==> src/rtl/ex_wb_fwd_stage.sv <==
// EX/WB pipeline register with register-file write-back and a one-level
// forwarding select for the shifter operand (result vs. pass-through data).
module ex_wb_fwd_stage (
  input  logic       clk,
  input  logic       rst_n,
  input  logic       ex_valid,
  input  logic       ex_regwrite,
  input  logic       ex_is_shift,
  input  logic [2:0] ex_rd,
  input  logic [2:0] ex_rs,
  input  logic [7:0] ex_shift_result,
  input  logic [7:0] ex_data1,
  input  logic       stall,
  input  logic       flush,
  output logic [7:0] EX_WB_Shift_Result,
  output logic [7:0] EX_WB_Data1,
  output logic [1:0] FwdCtrl,
  output logic       wb_we,
  output logic [2:0] wb_rd,
  output logic [7:0] wb_data,
  output logic       wb_valid
);

  localparam logic [1:0] FWD_SHIFT = 2'b00;
  localparam logic [1:0] FWD_DATA1 = 2'b01;
  localparam logic [1:0] FWD_NONE  = 2'b10;

  typedef struct packed {
    logic       valid;
    logic       regwrite;
    logic       is_shift;
    logic [2:0] rd;
    logic [7:0] shift_result;
    logic [7:0] data1;
  } exwb_t;

  exwb_t r;
  exwb_t ex_in;
  logic  commit;

  assign ex_in = '{valid:        ex_valid,
                   regwrite:     ex_regwrite,
                   is_shift:     ex_is_shift,
                   rd:           ex_rd,
                   shift_result: ex_shift_result,
                   data1:        ex_data1};

  // Flush only kills control bits; data fields stay put so a bubble is cheap.
  always_ff @(posedge clk or negedge rst_n) begin
    if (!rst_n) begin
      r <= '0;
    end else if (flush) begin
      r.valid    <= 1'b0;
      r.regwrite <= 1'b0;
    end else if (!stall) begin
      r <= ex_in;
    end
  end

  // r0 is hard-wired zero: never written, never a forwarding source.
  assign commit = r.valid & r.regwrite & (r.rd != 3'd0);

  // A stalled entry is re-presented next cycle, so suppress the write now.
  assign wb_we    = commit & ~stall;
  assign wb_rd    = r.rd;
  assign wb_data  = r.is_shift ? r.shift_result : r.data1;
  assign wb_valid = r.valid;

  assign EX_WB_Shift_Result = r.shift_result;
  assign EX_WB_Data1        = r.data1;

  always_comb begin
    FwdCtrl = FWD_NONE;
    if (ex_valid && commit && (r.rd == ex_rs))
      FwdCtrl = r.is_shift ? FWD_SHIFT : FWD_DATA1;
  end

endmodule

==> config.mk <==
export PLATFORM = sky130hd
export DESIGN_NAME = ex_wb_fwd_stage
export DESIGN_NICKNAME = d
export VERILOG_FILES = /design/src/rtl/ex_wb_fwd_stage.sv
export SDC_FILE = /design/constraint.sdc
export NUM_CORES = 1
export LEC_CHECK = 0
export ABC_AREA = 1
export CORE_UTILIZATION = 30
export CTS_CLUSTER_DIAMETER = 30
export DETAILED_ROUTE_END_ITERATION = 10
export GPL_ROUTABILITY_DRIVEN = 0
export PLACE_DENSITY = 0.73
export SYNTH_ARGS = -nofsm -noshare
export SYNTH_HDL_FRONTEND = slang
export SYNTH_SLANG_ARGS = --single-unit
==> constraint.sdc <==
create_clock -name clk -period 1.5 [get_ports clk]
set_input_delay 0.3 -clock clk [delete_from_list [all_inputs] [get_ports clk]]
set_output_delay 0.3 -clock clk [all_outputs]
set_load 0.01 [all_outputs]
Word-level counts from Yosys, hierarchy flattened
Index checks and enable logic that the tools add are counted.
{"block": "word_totals", "regBits": 22, "inputBits": 29, "output_inout_bits": 31, "word_cells": 22}
{"block": "op_classes", "n_eq_ne": 2, "n_mux": 5, "bitwise": 5, "n_reduce_logical": 4}
{"cell": "two-way mux 22 bit", "count": 1}
{"cell": "two-way mux 8 bit", "count": 1}
{"cell": "two-way mux 2 bit", "count": 2}
{"cell": "bitwise AND 1 bit", "count": 3}
{"cell": "equality test 3 bit", "count": 1}
{"cell": "nonzero test 3 bit", "count": 1}
{"cell": "logical AND 1 bit", "count": 2}
{"cell": "!= test 2 x 1 -> 1 bit, second input constant", "count": 1}
{"cell": "NOT 1 bit", "count": 2}
{"cell": "AND reduction 2 bit", "count": 1}
{"cell": "two-way mux 1 bit", "count": 1}

Depth between registers and ports, before layout
Gate-level depths: netlist (run 1).
{"block": "logic_depth", "word_depth": 5, "mapped_depth": 6, "depth_no_buf": 6}

Worst setup path after synthesis (run 1)
OpenSTA, ideal clock, no wires.
{"block": "synth_timing", "path_kind": "register -> output", "start": "register r (netlist bit wb_rd[0])", "end": "output port FwdCtrl[0]", "arrival_ns": 0.867, "t_required_ns": 1.200, "setup_slack_ns": 0.333, "path_stages_with_launch": 6, "n_path_buf": 0, "cell_sequence": "dfrtp_1 nand2_1 nand2_1 nor2_1 nand3_2 nor2_2"}
{"block": "synth_between", "elab_chain_len": 5, "word_cells_on_any_way": 6, "classes_between": "eq/ne (1); mux (1); bitwise (1); reduce/logical (3)"}
{"element": "start, declared", "line_no": "37", "text": "exwb_t r;"}
{"element": "start signal, assigned", "line_no": "56", "text": "r <= ex_in;"}
{"element": "nonzero test 3 bit", "line_no": "61", "text": "assign commit = r.valid & r.regwrite & (r.rd != 3'd0);"}
{"element": "bitwise AND 1 bit", "line_no": "61"}
{"element": "logical AND 1 bit", "line_no": "74", "text": "if (ex_valid && commit && (r.rd == ex_rs))"}
{"element": "logical AND 1 bit (*)", "line_no": "74"}
{"element": "two-way mux 2 bit (*)", "line_no": "74"}
{"element": "end, declared", "line_no": "17", "text": "output logic [1:0] FwdCtrl,"}
Mark *: on every way between the ends. The rest lies on a longest branch, timed or not.

Worst setup path after layout (run 1)
{"block": "layout_timing", "start": "register r (netlist bit wb_rd[1])", "end": "output port FwdCtrl[1]"}
Same word-level chain as after synthesis.

==> results of run 1 <==
critical path, cell delays in order, from the launching register on:
cell and delay, ns:
dfrtp_1 0.39, buf_6 0.12, nand2_1 0.06, nand2_1 0.06
nor2_2 0.10, nand3_2 0.12, buf_4 0.16, buf_6 0.11
sequential cells by signal, summed over array words and instances, names as in the netlist:
name / cells
wb_rd: 3
EX_WB_Shift_Result: 8
wb_valid: 1
EX_WB_Data1: 8
r: 2
Yosys cell counts:
library cell and number:
a21oi_2 1, and2_1 1, buf_4 20, buf_6 3
clkbuf_2 1, dfrtp_1 22, inv_1 15, inv_2 3
nand2_1 55, nand2_2 2, nand3_2 1, nor2_1 3
nor2_2 2, nor2_4 1, o21ai_0 8, o21ai_1 3
o21ai_2 10, or2_1 1
through the flow:
step	total power, mW	util [%]
after global routing	1.831	49.64
final	1.692	49.64
after CTS	1.716	47.89
after floorplan	1.041	-
after global placement	1.309	47.17
after detailed placement	1.315	47.17
cell families (layout without fill, tap and decap cells):
group,after synthesis,after routing,share of synthesized area (%)
compound gates,22,22,12.26
buf+inv,42,98,20.77
simple gates,66,66,22.39
flops,22,22,44.58
cells in the final DEF, fill, tap and decap left out, types with 3 or more instances in the layout:
cell type,instances
clkdlybuf4s50_1,27
dlygate4sd2_1,9
nand2_2,5
buf_2,10
clkbuf_8,4
buf_6,4
nor2_2,3
dfrtp_1,22
o21ai_2,10
nand2_1,52
o21ai_1,11
dlymetal6s2s_1,12
buf_4,13
inv_1,15
metal layers:
metal	part of all wire, %	wire (µm)
met5	0	0
met4	1.1	29
met3	5.6	148
met2	47	1226
met1	46	1220
how the worst min path moves through the flow:
stage / startpoint / to
final: rst_n / r[20]
after global routing: rst_n / EX_WB_Data1[5]
after CTS: rst_n / EX_WB_Data1[3]
after detailed placement: EX_WB_Shift_Result[1] / EX_WB_Shift_Result[1]
after global placement: EX_WB_Shift_Result[5] / EX_WB_Shift_Result[5]
after floorplan: rst_n / EX_WB_Data1[0]
power breakdown:
part           internal (mW)  total [mW]  switching, mW
clock network          0.234       0.413          0.180
logic                  0.310       0.568          0.258
registers              0.664       0.711         0.0461
total                   1.21        1.69          0.484
what timing repair did:
item / 4_1_cts / 5_1_grt
setup endpoints to repair: 15 / 23
pin swaps: 2 / 6
setup buffers: 3 / 3
resized for setup: 57 / 25
cell type report:
type	count	area (µm²)	share of cell area (%)
clock buffers	4	55.05	2.920
inverters	18	70.07	3.716
multi-input cells	88	437.9	23.22
flip-flops and latches	22	550.5	29.20
well taps	48	60.06	3.185
repair buffers	76	711.9	37.76
==> results.yml, run 1 <==
place:
  place_area_um2: 1792
  pre_cts_ws_ns: -0.6210
  dp.cells: 246
  port_buffers: 59
  hpwl_um: 1980
setup_path:
  required_ns: 1.20
  r2r_cells: 5
  worstReg2RegStart: "wb_rd[0]"
  cp_max_fo: 3
  worstReg2RegEnd: "wb_rd[0]"
  worstSetupStartpointType: "flip-flop"
  r2r_setup_slack_ns: 0.54
  cp.arrival_ns: 1.37
  critPathCaptureType: "output port"
  setup.worst_path.end: "FwdCtrl[1]"
  critPathKind: "flip-flop to output port"
  worstSetupStartpoint: "wb_rd[1]"
yosys:
  syn_inst: 152
  synth.area.top_cells: "dfrtp_1 45%, nand2_1 17%, buf_4 12%, o21ai_2 7.1%, inv_1 4.6%"
  syn-cell-area_um2: 1235
  synth_top_area_share_pct: 44.58
  avgSynthCellArea_um2: 8.125
  ys_warn_count: 0
  synth_seq_cells: 22
  yosysTopAreaCell: "dfrtp_1"
  synth-seq-area-share_pct: 44.58
  synth.net_count: 181
  ys_types: 18
timing:
  setup_ws_ns: -0.1664
  fin_tns_setup_ns: -0.3490
  slew_violations: 0
  skew_ns: 0
  finalCritPeriodShare_pct: 111.1
  layout_min_cycle_time_ns: 1.666
  whs_ns: 0.3899
  relSlewSlack_pct: 80.99
  tightest_slew_ns: 0.2852
  finalSetupViolCount: 3
  fmax_mhz: 600.1
  finalHoldViolCount: 0
  rsz0062_at_grt: "true"
clocking:
  clock-sinks: 22
  cts_tree: "built"
  cts-buffers-inserted: 3
  path_clk_slew_ns: 0.07
  htree_levels: 1
  cts_hold_buf: 0
  clk_path_buf_depth: 2
  cts_root_buf: "clkbuf_8"
  clock_latency_ns: 0.26
grt:
  antenna_found_initial: 0
  grt_max_degree: 23
  met2_usage_pct: 21.30
  gr-total-overflow: 0
  grt_pass1_wl_um: 4250
  grt_pass1_vias: 962
  track_usage_pct: 13.15
  grt_util_met1_pct: 17.24
  use_met3_pct: 2.069
  busiest_layer: "met2"
drt:
  drt_first_pass_iters: 4
  antenna_left: 0
  wl_um: 2625
  drt_iter0_drc: 21
  vias: 1058
  drc: 0
  viasPerCell: 4.133
  avgRoutedWirePerCell_um: 10.25
status:
  status: "finished, violations left"
  violations: "setup timing"
power_and_ir_drop:
  power_density_nw_per_um2: 897.3
  ir_worst_vdd_mv: 0.4598
  p_leak_nw: 1.055
floorplan:
  die_x_um: 66.16
  rows: 22
  die_h_um: 66.16
  io_pins: 60
  fp.coreArea_um2: 3799
  dieArea_um2: 4377
  start_util_pct: 32.51
layout:
  diodes: 0
  nNetsFinal: 238
  final_cells: 256
  final_cell_area_um2: 1886
  synthToLayoutAreaGrowth_pct: 52.69
  drive_gt1_share_pct: 26.92
  fillers: 369
worst_hold_path:
  hp-class: "primary input to async pin"
run:
  max-cap-violations: 0
Note: power is estimated with default switching activity, not from simulation.
==> run 2, diff against run 1 <==
--- a/config.mk
+++ b/config.mk
@@ -14,3 +14,4 @@
 export SYNTH_ARGS = -nofsm -noshare
 export SYNTH_HDL_FRONTEND = slang
 export SYNTH_SLANG_ARGS = --single-unit
+export TNS_END_PERCENT = 100
==> results of run 2 <==
Final layout, timing and power as in run 1 (identical DEF).
